## src/rtl/wb_arbiter2.sv

```systemverilog
// Two-master, one-slave arbiter for the pipelined byte bus.
// Whole-cycle grants, round-robin ties, watchdog abort to DRAIN.
module wb_arbiter2 #(
   parameter int AW      = 7,
   parameter int DW      = 8,
   parameter int TIMEOUT = 255,
   parameter int TW      = 8
) (
   input  logic            clk_i,
   input  logic            rst_ni,
   input  logic [1:0]      m_cyc_i,
   input  logic [1:0]      m_stb_i,
   input  logic [1:0]      m_we_i,
   input  logic [2*AW-1:0] m_adr_i,
   input  logic [2*DW-1:0] m_dat_i,
   output logic [1:0]      m_ack_o,
   output logic [1:0]      m_wat_o,
   output logic [1:0]      m_err_o,
   output logic [DW-1:0]   m_dat_o,
   output logic            s_cyc_o,
   output logic            s_stb_o,
   output logic            s_we_o,
   output logic [AW-1:0]   s_adr_o,
   output logic [DW-1:0]   s_dat_o,
   input  logic            s_ack_i,
   input  logic            s_wat_i,
   input  logic            s_err_i,
   input  logic [DW-1:0]   s_dat_i,
   output logic [1:0]      gnt_o,
   output logic            timeout_o
);

   typedef enum logic [1:0] {
      IDLE  = 2'd0,
      OWN0  = 2'd1,
      OWN1  = 2'd2,
      DRAIN = 2'd3
   } state_t;

   localparam bit WD_EN = (TIMEOUT > 0);
   localparam logic [TW-1:0] CMAX =
      TW'((TIMEOUT > 0) ? TIMEOUT - 1 : 0);

   state_t        state_q, state_d;
   logic          last_q, last_d;
   logic          drn_q, drn_d;
   logic [TW-1:0] cnt_q, cnt_d;

   logic own;
   logic n;
   logic g;
   logic abort;

   // Decode current owner and the watchdog abort condition
   always_comb begin
      own   = (state_q == OWN0) || (state_q == OWN1);
      n     = (state_q == OWN1);
      g     = (m_cyc_i == 2'b11) ? ~last_q : m_cyc_i[1];
      abort = WD_EN && own && m_cyc_i[n] && !s_ack_i
              && (cnt_q == CMAX);
   end

   // Next state, round-robin memory and watchdog count
   always_comb begin
      state_d = state_q;
      last_d  = last_q;
      drn_d   = drn_q;
      cnt_d   = '0;
      unique case (state_q)
         IDLE: begin
            if (m_cyc_i != 2'b00) begin
               state_d = g ? OWN1 : OWN0;
               last_d  = g;
            end
         end
         OWN0, OWN1: begin
            if (!m_cyc_i[n]) begin
               if (m_cyc_i[~n]) begin
                  state_d = n ? OWN0 : OWN1;
                  last_d  = ~n;
               end else begin
                  state_d = IDLE;
               end
            end else if (abort) begin
               state_d = DRAIN;
               drn_d   = n;
            end else if (WD_EN && !s_ack_i) begin
               cnt_d = cnt_q + 1'b1;
            end
         end
         DRAIN: begin
            if (!m_cyc_i[drn_q]) state_d = IDLE;
         end
         default: state_d = IDLE;
      endcase
   end

   // State registers, async active-low reset
   always_ff @(posedge clk_i or negedge rst_ni) begin
      if (!rst_ni) begin
         state_q <= IDLE;
         last_q  <= 1'b1;
         drn_q   <= 1'b0;
         cnt_q   <= '0;
      end else begin
         state_q <= state_d;
         last_q  <= last_d;
         drn_q   <= drn_d;
         cnt_q   <= cnt_d;
      end
   end

   // Bus muxing and response routing from the current state
   always_comb begin
      gnt_o     = {own & n, own & ~n};
      s_cyc_o   = 1'b0;
      s_stb_o   = 1'b0;
      s_we_o    = 1'b0;
      s_adr_o   = '0;
      s_dat_o   = '0;
      m_ack_o   = 2'b00;
      m_err_o   = 2'b00;
      m_wat_o   = m_cyc_i;
      m_dat_o   = s_dat_i;
      timeout_o = abort;
      if (own) begin
         s_cyc_o    = m_cyc_i[n];
         s_stb_o    = m_stb_i[n];
         s_we_o     = m_we_i[n];
         s_adr_o    = m_adr_i[n*AW +: AW];
         s_dat_o    = m_dat_i[n*DW +: DW];
         m_ack_o[n] = s_ack_i;
         m_err_o[n] = s_err_i | abort;
         m_wat_o[n] = s_wat_i;
      end
      if (state_q == DRAIN) m_wat_o[drn_q] = 1'b0;
   end

endmodule
```

## config.mk

```make
export PLATFORM = sky130hd
export DESIGN_NAME = wb_arbiter2
export DESIGN_NICKNAME = d
export VERILOG_FILES = /design/src/rtl/wb_arbiter2.sv
export SDC_FILE = /design/constraint.sdc
export NUM_CORES = 1
export LEC_CHECK = 0
export CAP_MARGIN = 25
export CORE_MARGIN = 5
export CORE_UTILIZATION = 30
export CTS_BUF_LIST = sky130_fd_sc_hd__clkbuf_4
export CTS_CLUSTER_DIAMETER = 30
export DETAILED_ROUTE_END_ITERATION = 6
export PLACE_DENSITY_LB_ADDON = 0.15
export SLEW_MARGIN = 15
export SYNTH_ARGS = -nofsm -noshare
export SYNTH_HDL_FRONTEND = slang
export SYNTH_SLANG_ARGS = --single-unit
```

## constraint.sdc

```tcl
create_clock -name clk_i -period 2.2 [get_ports clk_i]
set_clock_uncertainty 0.1 [all_clocks]
set_input_delay 0.22 -clock clk_i [delete_from_list [all_inputs] [get_ports clk_i]]
set_output_delay 0.22 -clock clk_i [all_outputs]
set_load 0.01 [all_outputs]
```

Word level (Yosys, flattened, before mapping)
Cells that the tools add are included.
Word-level totals
  input bits: 49
  word-level logic and storage cells: 87
  register bits after elaboration: 12
Operators by class
  muxes and demuxes: 41
  equal/unequal tests: 10
  multiply operators: 1
  bitwise logic cells: 9
  add/subtract/negate cells: 1
  shift-type cells: 2
  reductions and logical operators: 14
  magnitude comparators: 5
Operator list (number)
  two-way mux 8 bit: 5
  two-way mux 2 bit: 11
  two-way mux 1 bit: 19
  indexed part select 16 x 5 -> 8 bit: 1
  indexed part select 14 x 5 -> 7 bit: 1
  adder 8 x 1 -> 8 bit (second input constant): 1
  == test 8 bit (second input constant): 1
  != test 2 bit (second input constant): 4
  two-way mux 7 bit: 1
  bitwise AND 2 bit: 3
  == test 2 bit (second input constant): 3
  less-than comparator 1 x 2 -> 1 bit (second input constant): 3
  one-hot mux 2 bit (3 select lines): 1
  AND reduction 3 bit: 2
  logical AND 1 bit: 5
  multiplier 1 x 3 -> 4 bit (second input constant): 1
  AND reduction 4 bit: 1
  nonzero test 2 bit: 2
  != test 3 bit (second input constant): 1
  bitwise AND 1 bit: 2
  bitwise mux 2 bit: 1
  demux 1 bit (select 1 bit): 2
  == test 2 x 1 -> 1 bit (second input constant): 1
  greater-or-equal comparator 1 bit (second input constant): 2
  other kinds (8): 9

Logic depth before layout (Yosys ltp)
Gate-level depths: netlist (run 1).
  depth after elaboration: 9
  mapped depth: 8
  depth with buffers taken out: 6

Least setup slack after synthesis (run 1)
OpenSTA, ideal clock, no wires.
  kind: register -> register
  start: register state_q[0]
  end: register state_q[1]
  cell stages (with the launch flop): 8
  arrival time: 1.831 ns
  setup slack: 0.144 ns
  clock period less this slack: 2.056 ns
  path buffers: 1
  required time: 1.975 ns
  path through: dfrtp_1 -> inv_1 -> ha_1 -> buf_2 -> mux2i_2 -> nor2b_1 -> a221o_2 -> mux2_4
On the way
  word-level cells in the longest chain between the ends: 8
  elaborated cells between the ends (all ways): 21
  those cells by class: 6 x eq/ne; 8 x mux; 7 x reduce/logical
RTL lines
  start, declared: line 44  | state_t state_q, state_d;
  start signal, assigned: line 106  | state_q <= state_d;
  == test 2 bit (*): line 57  | n = (state_q == OWN1);
  via n: line 50  | logic n;
  two-way mux 1 bit (implied by the code) (2 in a row): line 59, 77
  logical AND 1 bit (2 in a row): line 59  | abort = WD_EN && own && m_cyc_i[n] && !s_ack_i
  logical AND 1 bit: line 60  | && (cnt_q == CMAX);
  != test 3 bit (no source line)
  AND reduction 3 bit (no source line)
Mark *: on every way through the listed nets, which the timed path passes. The rest lies on a longest branch. The select of a mux whose other input is x is not followed.
A chain may end at the register's enable or synchronous reset.

Final worst setup path (run 1)
  start: register state_q[0]
  end: output port m_err_o[1]
On the way
  word-level cells in the longest chain between the ends: 9
  elaborated cells between the ends (all ways): 16
  those cells by class: 2 x order compare; 2 x eq/ne; 5 x mux; 2 x bitwise; 5 x reduce/logical
RTL lines
  == test 2 bit (*): line 57
  via n: line 50
  two-way mux 1 bit (implied by the code) (2 in a row): line 59
  logical AND 1 bit (2 in a row): line 59
  logical AND 1 bit: line 60
  bitwise OR 1 bit: line 133  | m_err_o[n] = s_err_i | abort;
  bitwise AND 2 bit (no source line)
  two-way mux 2 bit (*): line 126  | if (own) begin
  end, declared: line 18  | output logic [1:0] m_err_o,
Marked as above.

==> flow_summary.json, run 1 <==
{
  "status": "finished, final reports clean",
  "coreArea_um2": 3940,
  "cts_max_level": 1,
  "slew_headroom_pct": 64.1,
  "drtPass1Iterations": 4,
  "post-dp-hpwl_um": 3180,
  "overflow": 0,
  "port_buffers": 67,
  "numCtsBuffers": 3,
  "vias_per_cell": 4.77,
  "grt_max_degree": 15,
  "fin_crit_ps": 2120,
  "rows": 23,
  "first_global_vias": 1385,
  "drv_cap": 0,
  "nets": 274,
  "yosys_warnings": 0,
  "tritoncts": "yes",
  "rsz0062_at_grt": "yes",
  "dieArea_um2": 5390,
  "ys_types": 37,
  "syn_nets": 191,
  "synth-async-reset-ratio_pct": 100,
  "cpMaxStageDelayCell": "dfrtp_1",
  "synth_edf_count": 0,
  "setup_violations": 0,
  "drc": 0,
  "die_h_um": 73.4,
  "vdd_ir_drop_max_v": 0.000436,
  "ys_ff_latch": 12,
  "start_kind": "flip-flop",
  "clock_path_buffers": 2,
  "clk_pin_slew_ps": 80,
  "antenna_cells": 0,
  "synth_area_um2": 1210,
  "switching_power_uw": 918,
  "p_int_mw": 1.37,
  "vias": 1268,
  "drt-initial-drc-count": 45,
  "crit_arrival_ps": 1800,
  "fmax_mhz": 471,
  "cts_hold_buf": 0,
  "p_sw_share_pct": 40.1,
  "drive_gt1_share_pct": 22.7,
  "report.final.slew_viol_count": 0,
  "drt_wl_total_um": 3950,
  "insertion_delay_ps": 270,
  "ios": 84,
  "post_drt_wl_per_cell_um": 14.8,
  "syn_inst": 134,
  "leakage_nw": 0.916,
  "path_class": "flip-flop to output pin",
  "worstPathMaxFanout": 4,
  "stdcell_count": 266,
  "comb_power_share_pct": 81.1,
  "yosysSeqAreaShare_pct": 25.0,
  "synth_ff_type": "dfrtp_1",
  "antenna_found_initial": 0,
  "place_congestion": 0.765,
  "hold_class": "input pin to async pin",
  "start_util_pct": 30.6,
  "hold_viol_final": 0,
  "utilization_pct": 54.1,
  "power_density_nw_per_um2": 1070,
  "syn_area_per_cell_um2": 9.00,
  "ant_nets": 0,
  "p_seq_share_pct": 12.9,
  "critPathMaxStageDelay_ps": 400,
  "area_delta_synth_final_pct": 76.9,
  "end_kind": "output pin",
  "grt_pass1_wl_um": 6330,
  "cts.sink_count": 12,
  "dp_cells": 259,
  "worstPathCellList": "inv_2 -> ha_4 -> mux2i_4 -> nor3b_4 -> buf_4 -> o21ba_4 -> buf_6",
  "root_buffer": "clkbuf_4",
  "grt_usage_pct": 14.9,
  "cp_data_required_time_ps": 1880,
  "power.clock.fraction_pct": 6.0,
  "fin_crit_sh_pct": 96.5,
  "fp.dieW_um": 73.4,
  "worstMarginPinSlew_ps": 537
}
kinds of logic (layout without fill, tap and decap cells):
logic type / Yosys count / count (layout) / share of synthesized area [%]
fa+ha+maj: 8 / 8 / 8.30
simple gates: 51 / 51 / 25.8
buf+inv: 18 / 100 / 8.30
xor+xnor: 3 / 3 / 2.18
flops: 12 / 12 / 25.0
compound gates: 19 / 19 / 10.4
mux: 23 / 23 / 20.0
cells in the final DEF, fill, tap and decap left out, types with 3 or more instances in the layout:
| master | instances |
|---|---|
| dfrtp_1 | 11 |
| mux2i_1 | 19 |
| nor2b_1 | 19 |
| clkbuf_2 | 3 |
| o21ai_0 | 5 |
| buf_4 | 21 |
| dlygate4sd2_1 | 9 |
| clkdlybuf4s50_1 | 42 |
| inv_1 | 3 |
| nand2_1 | 6 |
| nand3_1 | 4 |
| a21oi_1 | 6 |
| nor2_1 | 6 |
| clkbuf_4 | 3 |
| clkdlybuf4s15_1 | 12 |
| ha_1 | 5 |
repair_timing:
| action | CTS | global route |
|---|---|---|
| setup buffers | 2 | 0 |
| resized for setup | 38 | 24 |
| pin swaps | 2 | 2 |
| setup endpoints to repair | 25 | 17 |
| gates cloned | 0 | 1 |
final timing paths:
kind / from / to / slack (ps) / cells after the start
worst max-delay path: state_q[0]$_DFFE_PN0P_ / m_err_o[1] / 80 / 7
worst min-delay path: rst_ni / cnt_q[6]$_DFF_PN0_ / 200 / 1
worst max register to register: state_q[0]$_DFFE_PN0P_ / state_q[1]$_DFFE_PN0P_ / 190 / 6
worst min register to register: cnt_q[0]$_DFF_PN0_ / cnt_q[0]$_DFF_PN0_ / 450 / 2
max in group asynchronous: rst_ni / last_q$_DFFE_PN1P_ / 1440 / 1
min in group clk_i: s_dat_i[4] / m_dat_o[4] / 340 / 0
worst max-delay path, delay by kind of cell, from the launching register on:
| kind | cells | cell delay (ps) |
|---|---|---|
| buffers and inverters | 3 | 380 |
| AO/OA/AOI/OAI | 1 | 180 |
| adder cells (fa/ha/maj) | 1 | 190 |
| flip-flops | 1 | 400 |
| multiplexers | 1 | 290 |
| AND/OR/NAND/NOR | 1 | 80 |
flip-flops by register name (all words and copies together), names as in the netlist:
| name | count |
|---|---|
| last_q | 1 |
| cnt_q | 8 |
| drn_q | 1 |
| state_q | 2 |
per-stage QoR:
| step | area [um2] | hold slack (ps) | power (mW) | worst slack, ps | TNS [ps] |
|---|---|---|---|---|---|
| after floorplan | 1210 | -176 | 1.21 | 144 | 0 |
| after global placement | 2030 | 340 | 2.11 | -82.2 | -151 |
| after detailed placement | 2030 | 340 | 2.14 | -114 | -232 |
| after CTS | 2080 | 217 | 2.21 | 34.7 | 0 |
| after global routing | 2130 | 251 | 2.47 | -25.6 | -25.6 |
| final | 2130 | 197 | 2.29 | 77.9 | 0 |
synth_stat cells (all sizes together) (3+ instances only):
master / instances / area share [%]
ha: 8 / 8.3
clkbuf: 3 / 0.93
inv: 5 / 1.6
nand2: 6 / 1.9
dfrtp: 11 / 23
mux2i: 20 / 17
nand3: 5 / 3.1
o21ai: 5 / 2.1
nor2b: 21 / 11
a21oi: 6 / 2.5
nor2: 6 / 1.9
mux2: 3 / 3.1
buf: 10 / 5.8
final cells by class:
type                       count  area (um2)
inverter                       5        18.8
clock inverter                 1        3.75
sequential                    12         302
tap                           50        62.6
multi-input combinational    104         865
fill                         337        1810
timing repair buffer          91         860
clock buffer                   3        22.5
power by group through the flow:
| stage | Clock (mW) | Combinational, mW | Sequential, mW |
|---|---|---|---|
| 4_1_cts | 0.142 | 1.77 | 0.294 |
| 3_3_place_gp | 0 | 1.82 | 0.291 |
| 3_5_place_dp | 0 | 1.85 | 0.296 |
| 5_1_grt | 0.158 | 2.01 | 0.302 |
| 6_report | 0.138 | 1.86 | 0.295 |
| 2_1_floorplan | 0 | 0.911 | 0.295 |
routing by layer:
metal	up-vias	routed length (um)	track usage (%)
met5	-	0	0
met4	0	16	3.42
met3	2	374	6.02
met2	58	1950	25.5
met1	587	1610	17.5
li1	621	-	-
No activity file was read; power rests on OpenSTA's default activity.
==> run 2, diff against run 1 <==
Settings changed: CORE_UTILIZATION 30 to 36.
==> flow_summary.json, run 2 (synthesis results as in run 1) <==
{
  "start_util_pct": 36.7,
  "mostFrequentLayoutCells": "42 x clkdlybuf4s50_1, 21 x buf_4, 19 x mux2i_1, 19 x nor2b_1, 17 x dlymetal6s2s_1",
  "critPathMaxStageDelay_ps": 390,
  "setup.worst_path.end": "m_err_o[1]",
  "path_depth": 8,
  "rsz0062_at_grt": "yes",
  "drive_gt1_share_pct": 23.6,
  "worstPathMaxFanout": 5,
  "drc": 0,
  "ant_nets": 0,
  "final_common_cell": "clkdlybuf4s50_1",
  "gr-usage-met1_pct": 18.2,
  "path_class": "flip-flop to output pin",
  "drt_wl_total_um": 3590,
  "slew_headroom_pct": 63.1,
  "first_global_vias": 1404,
  "whs_ps": 191,
  "overflow": 0,
  "insertion_delay_ps": 280,
  "seqCellArea_um2": 303,
  "cp_data_required_time_ps": 1880,
  "largest_register": "cnt_q",
  "reg2reg_slack_ps": 130,
  "fin_crit_sh_pct": 98.5,
  "comb_power_share_pct": 80.4,
  "crit_buf_inv": 4,
  "tns_ps": 0,
  "worstMarginPinSlew_ps": 551,
  "p_seq_share_pct": 12.8,
  "switching_power_uw": 878,
  "root_buffer": "clkbuf_4",
  "tritoncts": "yes",
  "dpl_worst_slack_ps": -134,
  "die_h_um": 67.9,
  "port_buffers": 67,
  "power.clock.fraction_pct": 6.8,
  "multi_input_area_um2": 858,
  "end_kind": "output pin",
  "drt-initial-drc-count": 37,
  "grt_util_met2_pct": 30.3,
  "cp_top_family": "buffers and inverters",
  "cp-startpoint": "state_q[0]$_DFFE_PN0P_",
  "dieArea_um2": 4610,
  "cts.sink_count": 12,
  "vdd_ir_drop_max_v": 0.000562,
  "vias_per_cell": 4.84,
  "rows": 21,
  "clk_pin_slew_ps": 80,
  "worst_slack_ps": 32.1,
  "post_drt_wl_per_cell_um": 13.7,
  "ios": 84,
  "leakage_nw": 1.12,
  "grt_max_degree": 13,
  "power_density_nw_per_um2": 1080,
  "fin_area_um2": 2160,
  "grt_pass1_wl_um": 5930,
  "placed_area_um2": 2000,
  "report.final.slew_viol_count": 0,
  "fmax_mhz": 461,
  "place_congestion": 0.860,
  "drv_cap": 0,
  "post-dp-hpwl_um": 3040,
  "hold_viol_final": 0,
  "cpMaxStageDelayCell": "dfrtp_1",
  "grt_usage_pct": 16.8,
  "status": "finished, final reports clean",
  "p_sw_share_pct": 37.7,
  "r2r_end": "state_q[1]$_DFFE_PN0P_",
  "start_kind": "flip-flop",
  "clock_path_buffers": 2,
  "vias": 1269,
  "hold_class": "input pin to async pin",
  "grtUsageMet3_pct": 4.76,
  "fp.dieW_um": 67.9,
  "coreArea_um2": 3280,
  "r2r_start": "state_q[0]$_DFFE_PN0P_",
  "setup_violations": 0,
  "nets": 274,
  "reg_top3": "cnt_q: 8 flops, state_q: 2 flops",
  "cts_hold_buf": 0,
  "antenna_cells": 0,
  "drtPass1Iterations": 4,
  "worstPathCellList": "inv_2 -> ha_4 -> buf_12 -> mux2i_4 -> nor3b_4 -> buf_4 -> o21ba_2 -> clkbuf_2",
  "numCtsBuffers": 3,
  "n_fill_cell": 286,
  "antenna_found_initial": 0,
  "crit_arrival_ps": 1850,
  "gr-max-usage-layer": "met2",
  "p_int_mw": 1.45,
  "area_delta_synth_final_pct": 78.7,
  "cts_max_level": 1,
  "largest_reg_flops": 8,
  "r2r_cells": 7,
  "fin_crit_ps": 2170
}
## run 2: layer usage
layer	share of wire, %	routed length, um
met2	50	1800
met5	0	0
met3	8.9	321
met1	40	1430
met4	0.98	35
## run 2: timing repair
action / 4_1_cts / 5_1_grt
setup endpoints to repair: 25 / 23
hold endpoints to repair: 0 / 0
pin swaps: 0 / 4
resized for setup: 19 / 31
cloned: 0 / 0
setup buffers: 0 / 5
## run 2: power by group through the flow
stage | clock network, mW | registers, mW | logic, mW
floorplan | 0 | 0.295 | 0.911
global placement | 0 | 0.293 | 1.80
detailed placement | 0 | 0.291 | 1.82
CTS | 0.161 | 0.294 | 1.88
global route | 0.172 | 0.304 | 2.03
finish | 0.158 | 0.298 | 1.87
## run 2: per-stage QoR
| stage | cells | utilization [%] | total power [mW] |
|---|---|---|---|
| global placement | 253 | 60.8 | 2.09 |
| finish | 262 | 65.6 | 2.33 |
| CTS | 257 | 62.9 | 2.34 |
| floorplan | 134 | - | 1.21 |
| global route | 262 | 65.6 | 2.50 |
| detailed placement | 253 | 60.8 | 2.11 |
## run 2: area by class of cell
cell class / count / area share (%)
Tap cell: 46 / 2.67
Sequential cell: 12 / 14.0
Inverter: 5 / 0.871
Multi-Input combinational cell: 104 / 39.8
Clock buffer: 4 / 1.39
Timing Repair Buffer: 91 / 41.2
## run 2: worst min-delay path by stage
stage	depth (start not counted)	from	to
after global placement	0	s_dat_i[3]	m_dat_o[3]
after CTS	1	rst_ni	cnt_q[7]$_DFF_PN0_
after floorplan	0	rst_ni	cnt_q[0]$_DFF_PN0_
after detailed placement	0	s_dat_i[3]	m_dat_o[3]
final	1	rst_ni	cnt_q[0]$_DFF_PN0_
after global routing	1	rst_ni	cnt_q[0]$_DFF_PN0_
==> run 3, diff against run 2 <==
Settings changed: PLACE_DENSITY from default to 0.82, PLACE_DENSITY_LB_ADDON 0.15 to default.
==> flow_summary.json, run 3 (synthesis results as in run 1) <==
{
  "cts_max_level": 1,
  "status": "finished, final reports clean",
  "rsz0062_at_grt": "yes",
  "worstMarginPinSlew_ps": 528,
  "ant_nets": 0,
  "drc": 0,
  "gr-usage-met1_pct": 20.2,
  "coreArea_um2": 3280,
  "grtUsageMet3_pct": 5.09,
  "cp-startpoint": "state_q[0]$_DFFE_PN0P_",
  "grt_max_degree": 13,
  "antenna_cells": 0,
  "grt_usage_pct": 18.4,
  "worstPathMaxFanout": 6,
  "slew_headroom_pct": 64.7,
  "area_delta_synth_final_pct": 73.4,
  "post-dp-hpwl_um": 3110,
  "root_buffer": "clkbuf_4",
  "largest_reg_flops": 8,
  "numCtsBuffers": 3,
  "first_global_vias": 1404,
  "power_density_nw_per_um2": 1050,
  "insertion_delay_ps": 280,
  "seqCellArea_um2": 302,
  "fp.dieW_um": 67.9,
  "start_kind": "flip-flop",
  "gr-max-usage-layer": "met2",
  "vias_per_cell": 4.95,
  "fin_crit_sh_pct": 98.4,
  "setup_violations": 0,
  "grt_pass1_wl_um": 6320,
  "grt_util_met2_pct": 32.1,
  "hold_viol_final": 0,
  "utilization_pct": 63.7,
  "drive_gt1_share_pct": 22.6,
  "crit_arrival_ps": 1840,
  "clk_pin_slew_ps": 70,
  "place_congestion": 0.826,
  "leakage_nw": 0.940,
  "r2r_start": "state_q[0]$_DFFE_PN0P_",
  "overflow": 0,
  "cts_hold_buf": 0,
  "clock_path_buffers": 2,
  "drt-initial-drc-count": 56,
  "path_class": "flip-flop to output pin",
  "antenna_found_initial": 0,
  "rows": 21,
  "mostFrequentLayoutCells": "42 x clkdlybuf4s50_1, 24 x buf_4, 22 x dlygate4sd2_1",
  "largest_register": "cnt_q",
  "hold_class": "input pin to async pin",
  "final_common_cell": "clkdlybuf4s50_1",
  "multi_input_area_um2": 862,
  "cts.sink_count": 12,
  "start_util_pct": 36.7,
  "port_buffers": 67,
  "fin_crit_ps": 2160,
  "drv_cap": 0,
  "drt_wl_total_um": 3940,
  "die_h_um": 67.9,
  "n_fill_cell": 293,
  "tritoncts": "yes",
  "reg_top3": "cnt_q: 8 flops, state_q: 2 flops",
  "drtPass1Iterations": 4,
  "dieArea_um2": 4610,
  "dpl_worst_slack_ps": -155,
  "vdd_ir_drop_max_v": 0.000568,
  "end_kind": "output pin",
  "post_drt_wl_per_cell_um": 15.0,
  "fmax_mhz": 462,
  "vias": 1303,
  "nets": 275,
  "report.final.slew_viol_count": 0,
  "ios": 84,
  "cp_data_required_time_ps": 1880,
  "worst_slack_ps": 35.5
}
-- run 3: timing repair --
action | CTS | global route
setup endpoints to repair | 25 | 7
pin swaps | 3 | 1
gates resized for setup | 45 | 4
buffers inserted | 4 | 2
-- run 3: layer usage --
layer,vias up,share of wire (%)
met4,0,4.5
met2,71,48
met1,591,38
li1,621,-
met3,20,9.2
met5,-,0
-- run 3: final timing paths --
check / end / slack (ps) / cells after the start
setup / recovery: m_err_o[1] / 40 / 7
min in group clk_i: m_dat_o[4] / 340 / 0
max in group asynchronous: last_q$_DFFE_PN1P_ / 1460 / 1
setup reg to reg: state_q[1]$_DFFE_PN0P_ / 70 / 7
hold / removal: cnt_q[3]$_DFF_PN0_ / 180 / 1
hold reg to reg: cnt_q[0]$_DFF_PN0_ / 450 / 2
-- run 3: power by group --
group	leakage [nW]	internal [mW]	switching [mW]	total (mW)
combinational	0.764	0.966	0.795	1.76
clock	0.0154	0.0660	0.0794	0.145
sequential	0.161	0.261	0.0247	0.286
-- run 3: critical path, cell delays in order (launching register included) --
cell	delay, ps
dfrtp_1	390
inv_2	130
ha_4	210
mux2i_4	300
nor3b_4	80
buf_6	130
o21ba_2	190
buf_2	130
-- run 3: layout make-up --
cell class / instances / share of cell area, %
clock buffer: 3 / 1.08
clock inverter: 1 / 0.179
sequential: 12 / 14.4
timing repair buffer: 92 / 39.5
inverter: 5 / 0.897
multi-input combinational: 104 / 41.2
tap: 46 / 2.75
-- run 3: through the flow --
stage / cells / total power, mW / instance area, um2 / hold WS (ps) / setup TNS [ps]
6_report: 263 / 2.19 / 2090 / 179 / 0
5_1_grt: 263 / 2.37 / 2090 / 219 / -197
4_1_cts: 261 / 2.18 / 2070 / 196 / -78.1
3_5_place_dp: 253 / 2.09 / 2000 / 340 / -497
3_3_place_gp: 253 / 2.04 / 2000 / 340 / -354
2_1_floorplan: 134 / 1.21 / 1210 / -176 / 0
